**config.mk**
```make
export PLATFORM = sky130hd
export DESIGN_NAME = id_ex_ctrl_pipe
export DESIGN_NICKNAME = d
export VERILOG_FILES = /design/src/rtl/id_ex_ctrl_pipe.sv
export SDC_FILE = /design/constraint.sdc
export NUM_CORES = 1
export LEC_CHECK = 0
export CAP_MARGIN = 20
export CORE_ASPECT_RATIO = 1.2
export CORE_MARGIN = 4
export CORE_UTILIZATION = 40
export DETAILED_ROUTE_END_ITERATION = 8
export MAX_ROUTING_LAYER = met4
export PLACE_DENSITY = 0.83
export SYNTH_ARGS = -nofsm -noshare
export SYNTH_HDL_FRONTEND = slang
export SYNTH_SLANG_ARGS = --single-unit
```
**constraint.sdc**
```tcl
create_clock -name clk_i -period 2.3 [get_ports clk_i]
set_input_delay 0.46 -clock clk_i [delete_from_list [all_inputs] [get_ports clk_i]]
set_output_delay 0.46 -clock clk_i [all_outputs]
set_load 0.02 [all_outputs]
```
**src/rtl/id_ex_ctrl_pipe.sv**
```systemverilog
// ID-stage control decode, load-use hazard detection and ID/EX control register.
// Bubbles are inserted on flush, stall, invalid or illegal instructions.
package id_ex_ctrl_pkg;

    localparam logic [5:0] OP_RTYPE = 6'h00;
    localparam logic [5:0] OP_BEQ   = 6'h04;
    localparam logic [5:0] OP_ADDI  = 6'h08;
    localparam logic [5:0] OP_SLTI  = 6'h0A;
    localparam logic [5:0] OP_LW    = 6'h23;
    localparam logic [5:0] OP_SW    = 6'h2B;

    localparam logic [2:0] ALU_ADD = 3'b000;
    localparam logic [2:0] ALU_SUB = 3'b001;
    localparam logic [2:0] ALU_FN  = 3'b010;
    localparam logic [2:0] ALU_SLT = 3'b011;

    typedef struct packed {
        logic       regWrite;
        logic [2:0] aluOp;
        logic       aluSrc;
        logic       regDst;
        logic       branch;
        logic       memRead;
        logic       memWrite;
        logic       memToReg;
    } ctrl_t;

    localparam ctrl_t CTRL_NOP = '0;

endpackage

module id_ex_ctrl_pipe
    import id_ex_ctrl_pkg::*;
#(
    parameter int OP_W      = 6,
    parameter int REG_W     = 5,
    parameter int ALUOP_W   = 3,
    parameter bit HAZARD_EN = 1'b1,
    parameter int CNT_W     = 16
) (
    input  logic               clk_i,
    input  logic               rst_i,
    input  logic               id_valid_i,
    input  logic [31:0]        id_instr_i,
    input  logic               flush_i,
    output logic               stall_o,
    output logic               ex_valid_o,
    output logic               ex_reg_write_o,
    output logic [ALUOP_W-1:0] ex_alu_op_o,
    output logic               ex_alu_src_o,
    output logic               ex_reg_dst_o,
    output logic               ex_branch_o,
    output logic               ex_mem_read_o,
    output logic               ex_mem_write_o,
    output logic               ex_mem_to_reg_o,
    output logic [REG_W-1:0]   ex_rs_o,
    output logic [REG_W-1:0]   ex_rt_o,
    output logic [REG_W-1:0]   ex_rd_o,
    output logic               illegal_o,
    output logic [CNT_W-1:0]   stall_cnt_o,
    output logic [CNT_W-1:0]   flush_cnt_o
);

    logic [OP_W-1:0]  opcode;
    logic [REG_W-1:0] idRs;
    logic [REG_W-1:0] idRt;
    logic [REG_W-1:0] idRd;
    logic             unusedImm;

    assign opcode    = id_instr_i[31 -: OP_W];
    assign idRs      = id_instr_i[25 -: REG_W];
    assign idRt      = id_instr_i[20 -: REG_W];
    assign idRd      = id_instr_i[15 -: REG_W];
    assign unusedImm = ^id_instr_i[15-REG_W:0];

    logic isR;
    logic isBeq;
    logic isAddi;
    logic isSlti;
    logic isLw;
    logic isSw;

    assign isR    = (opcode == OP_W'(OP_RTYPE));
    assign isBeq  = (opcode == OP_W'(OP_BEQ));
    assign isAddi = (opcode == OP_W'(OP_ADDI));
    assign isSlti = (opcode == OP_W'(OP_SLTI));
    assign isLw   = (opcode == OP_W'(OP_LW));
    assign isSw   = (opcode == OP_W'(OP_SW));

    ctrl_t decCtrl;
    logic  decIllegal;

    always_comb begin
        decCtrl    = CTRL_NOP;
        decIllegal = 1'b0;
        unique case (1'b1)
            isR: begin
                decCtrl.regWrite = 1'b1;
                decCtrl.aluOp    = ALU_FN;
                decCtrl.regDst   = 1'b1;
            end
            isAddi: begin
                decCtrl.regWrite = 1'b1;
                decCtrl.aluOp    = ALU_ADD;
                decCtrl.aluSrc   = 1'b1;
            end
            isSlti: begin
                decCtrl.regWrite = 1'b1;
                decCtrl.aluOp    = ALU_SLT;
                decCtrl.aluSrc   = 1'b1;
            end
            isBeq: begin
                decCtrl.aluOp    = ALU_SUB;
                decCtrl.branch   = 1'b1;
            end
            isLw: begin
                decCtrl.regWrite = 1'b1;
                decCtrl.aluOp    = ALU_ADD;
                decCtrl.aluSrc   = 1'b1;
                decCtrl.memRead  = 1'b1;
                decCtrl.memToReg = 1'b1;
            end
            isSw: begin
                decCtrl.aluOp    = ALU_ADD;
                decCtrl.aluSrc   = 1'b1;
                decCtrl.memWrite = 1'b1;
            end
            default: begin
                decIllegal = 1'b1;
            end
        endcase
    end

    ctrl_t            exCtrl;
    logic             exValid;
    logic [REG_W-1:0] exRs;
    logic [REG_W-1:0] exRt;
    logic [REG_W-1:0] exRd;
    logic             illegalQ;
    logic [CNT_W-1:0] stallCnt;
    logic [CNT_W-1:0] flushCnt;

    // Register x0 is hardwired zero, so a load into it never creates a dependency.
    logic rtIsSrc;
    logic rsMatch;
    logic rtMatch;
    logic hazard;

    assign rtIsSrc = isR | isBeq | isSw;
    assign rsMatch = (exRt == idRs);
    assign rtMatch = rtIsSrc & (exRt == idRt);
    assign hazard  = HAZARD_EN & id_valid_i & exValid & exCtrl.memRead
                   & (exRt != '0) & (rsMatch | rtMatch);

    assign stall_o = hazard & ~flush_i;

    logic             loadEn;
    logic             nxtIllegal;

    always_comb begin
        loadEn     = 1'b0;
        nxtIllegal = 1'b0;
        if (flush_i) begin
            loadEn     = 1'b0;
        end else if (stall_o) begin
            loadEn     = 1'b0;
        end else if (!id_valid_i) begin
            loadEn     = 1'b0;
        end else if (decIllegal) begin
            nxtIllegal = 1'b1;
        end else begin
            loadEn     = 1'b1;
        end
    end

    always_ff @(posedge clk_i or negedge rst_i) begin
        if (!rst_i) begin
            exCtrl   <= CTRL_NOP;
            exValid  <= 1'b0;
            exRs     <= '0;
            exRt     <= '0;
            exRd     <= '0;
            illegalQ <= 1'b0;
        end else begin
            illegalQ <= nxtIllegal;
            if (loadEn) begin
                exCtrl  <= decCtrl;
                exValid <= 1'b1;
                exRs    <= idRs;
                exRt    <= idRt;
                exRd    <= idRd;
            end else begin
                exCtrl  <= CTRL_NOP;
                exValid <= 1'b0;
                exRs    <= '0;
                exRt    <= '0;
                exRd    <= '0;
            end
        end
    end

    // Event counters stick at all-ones rather than wrapping.
    always_ff @(posedge clk_i or negedge rst_i) begin
        if (!rst_i) begin
            stallCnt <= '0;
            flushCnt <= '0;
        end else begin
            if (stall_o && stallCnt != '1) begin
                stallCnt <= stallCnt + CNT_W'(1);
            end
            if (flush_i && flushCnt != '1) begin
                flushCnt <= flushCnt + CNT_W'(1);
            end
        end
    end

    assign ex_valid_o      = exValid;
    assign ex_reg_write_o  = exCtrl.regWrite;
    assign ex_alu_op_o     = ALUOP_W'(exCtrl.aluOp);
    assign ex_alu_src_o    = exCtrl.aluSrc;
    assign ex_reg_dst_o    = exCtrl.regDst;
    assign ex_branch_o     = exCtrl.branch;
    assign ex_mem_read_o   = exCtrl.memRead;
    assign ex_mem_write_o  = exCtrl.memWrite;
    assign ex_mem_to_reg_o = exCtrl.memToReg;
    assign ex_rs_o         = exRs;
    assign ex_rt_o         = exRt;
    assign ex_rd_o         = exRd;
    assign illegal_o       = illegalQ;
    assign stall_cnt_o     = stallCnt;
    assign flush_cnt_o     = flushCnt;

endmodule
```
==> results by group <==
Timing
  • Clock period minus worst slack: ~2300 ps
  • Worst slew pin tran: roughly 700 ps
  • Final worst path period share: 0.988
  • Max Fclk: 440 MHz
  • RSZ-0062 raised after global routing: yes
  • Final Hold Vio Count: 0
  • Max Slew Vio Count: 0
  • Setup TNS Final: 0 ps
  • Hold WS: approximately 260 ps
  • Final setup fails: 0
  • Slew HR: 0.523
  • Worst Skew: 6.38 ps
  • Worst setup margin: roughly 28 ps

Worst setup path
  • Slowest cell delay on critical path: 530 ps
  • Startpoint Class: flip-flop
  • R2R Setup Slk: ~110 ps
  • CP max FO: 3
  • CP bufs+invs: 1
  • Reg2reg path depth: 7
  • Worst R2R End: ex_rs_o[3]
  • WP data required: between 1500 and 2000 ps
  • CP Capture Type: primary output
  • Crit path max-delay family: simple AND/OR/NAND/NOR gates
  • R2R Path Start: ex_rt_o[0]
  • Kind of critical path: reg2out
  • Worst Path Arrival: 1810 ps
  • Crit path cell chain: or4_4, o2111a_2, nand4_4, nand2_2, buf_6
  • Crit-path slowest cell: or4_4

Floorplanning
  • Die width: roughly 83 µm
  • # IOs: between 90 and 100
  • Vert. Die Dim: roughly 99 µm
  • Die area: just over 8000 µm²
  • CORE AREA: 6530 µm²
  • Initial Utilization: 0.419
  • Num rows: 32

Run status
  • Status: completed

Logic synthesis
  • Post-Synth XOR/XNOR Area: 0.122
  • Yosys top cell area share: 0.522
  • Compound-gate portion of the synthesized area: 0.0747
  • FF+latch count, synth: 57
  • Synthesized area per cell: approximately 11 µm²
  • Post-Syn Area: approximately 2700 µm²
  • Largest family of logic cells by synthesized area: simple AND/OR/NAND/NOR gates
  • Seq/Total Area, Yosys: 0.522
  • Post-Synthesis Cells: 242
  • Post-synth EDFFs: 0
  • Mux share of post-synthesis cell area: 0.0179
  • Synth Area in Simple Gates: 0.225
  • Top_reg_cell synth: dfrtp_1
  • Synth cell count leaders: 57 x dfrtp_1, 26 x xor2_1, 17 x nand2_1
  • Post-synth cell types: between 40 and 50
  • Yosys Warn Count: 0
  • Most frequent cell after synthesis: dfrtp_1
  • Adder-cell share of the synthesized area: 0.00916
  • Ranking of synthesized cells by area: dfrtp_1 52%, xor2_1 8.3%, xnor2_1 3.8%
  • Asr flop ratio synth: 1.00
  • Syn Nets: 280
  • Cell accounting for the most synthesized area: dfrtp_1

Placement
  • Final GP Congestion: 0.867
  • Number of port buffers: 83
  • Final HPWL DP: about 4700 µm
  • Setup WS pre-CTS: -436 ps
  • Placed inst area: about 3800 µm²

Clock network
  • CTS tree: built
  • Worst-skew pair later-pin latency: 320 ps
  • CTS HTree Levels: 3
  • Reg clk slew, reported paths: about 70 ps
  • Hold-fix buffers, CTS: 0
  • Root Buffer Master: clkbuf_8
  • # clock sinks: 57
  • CTS Buf Count: 9
  • Max Buffers Root-to-Sink: 2

Global routing
  • First-pass GRT wire length: around 11000 µm
  • Total Routing Usage GR: 0.166
  • Largest net degree at the start of global routing: between 50 and 60
  • Congestion Overflow GR: 0
  • Vias in the first global route: ~2.3k
  • Initial antenna violation count: 0

Layout
  • Post-layout util: 0.623
  • Fin area: just over 4000 µm²
  • Share of cells above drive strength 1: 0.169
  • Area Overhead vs Synth: 48.9%
  • Diode count: 0
  • Layout Nets: between 300 and 400

Route
  • # DRC: 0
  • Initial DRT Pass Iterations: 4
  • Final ANT Viol Nets: 0
  • Vias per inst: just over 5
  • Routed Wire Length: 6380 µm
  • 1st-iter DRT viols: 97
  • Vias: about 2.2k
  • Wirelength per Cell: approximately 14 µm

Flow run
  • Max_cap viols: 0

Power and ir drop
  • P per Cell Area: between 600 and 700 nW/µm²
  • Static leakage power: around 1.9 nW
  • Max IR drop VDD: between 0.4 and 0.5 mV

Worst hold path
  • Worst Hold Class: in2async
-- placed cells by master, fill, tap and decap left out, drive strengths merged, types with 2 or more instances in the layout --
master          n
xor2           26
buf            28
nor3            6
nand2b          2
nor4            3
ha              2
o21ai           3
a21oi          14
and3            8
inv             2
nand4          13
nor2           10
nand2          18
and2           16
dfrtp          57
a211oi          5
mux2            4
clkdlybuf4s50  81
nand3          12
and4            4
xnor2          12
clkinv          2
bufinv          2
and3b           2
clkbuf         11
-- power by group --
part	switching (mW)	total, mW	internal (mW)
registers	0.0902	1.15	1.06
logic	0.203	0.431	0.228
clock network	0.386	1.05	0.665
-- flip-flops by register name, indices dropped and copies added (netlist names) --
name,cells
ex_mem_write_o,1
illegal_o,1
ex_branch_o,1
ex_valid_o,1
flush_cnt_o,16
ex_alu_op_o,2
ex_rt_o,5
ex_reg_write_o,1
ex_reg_dst_o,1
ex_rd_o,5
ex_rs_o,5
stall_cnt_o,16
ex_mem_read_o,1
ex_alu_src_o,1
-- cell families (layout without fill, tap and decap cells) --
family / after synthesis / in the layout
adder cells (fa/ha/maj): 2 / 2
AND/OR/NAND/NOR: 101 / 101
multiplexers: 4 / 4
other: 1 / 1
flip-flops: 57 / 57
AO/OA/AOI/OAI: 30 / 30
XOR/XNOR: 38 / 38
buffers and inverters: 9 / 127
-- routing by layer --
metal,up-vias,routed length [µm],track usage
li1,1085,-,-
met1,1085,2820,0.197
met2,67,3150,0.276
met3,10,340,0.0452
met4,0,80,0.0520
met5,-,0,-
-- how the worst max path moves through the flow --
stage	from	end	slack, ps	cells after the start
6_report	ex_rt_o[0]	stall_o	30	5
5_1_grt	ex_rt_o[0]	stall_o	-40	5
4_1_cts	ex_rt_o[2]	stall_o	-10	5
3_5_place_dp	id_instr_i[31]	stall_o	-440	6
3_3_place_gp	id_instr_i[20]	stall_o	-420	6
2_1_floorplan	ex_rt_o[0]	stall_o	60	6
-- final cells by class --
type	instances	area (µm²)
inverter	2	7.51
clock inverter	5	77.6
sequential	57	1430
timing repair buffer	109	1050
fill	552	2460
tap	85	106
multi-input combinational	176	1250
clock buffer	11	151
-- what timing repair did --
action | in CTS | in global routing
resized for setup | 8 | 3
pin swaps | 4 | 2
setup endpoints to repair | 1 | 5
buffers inserted | 0 | 1
-- through the flow --
| step | total power [mW] | instances |
|---|---|---|
| after detailed placement | 1.61 | 428 |
| after CTS | 2.67 | 444 |
| after global routing | 2.76 | 445 |
| final | 2.64 | 445 |
| after floorplan | 1.36 | 242 |
| after global placement | 1.59 | 428 |
No activity file was read; power rests on OpenSTA's default activity.
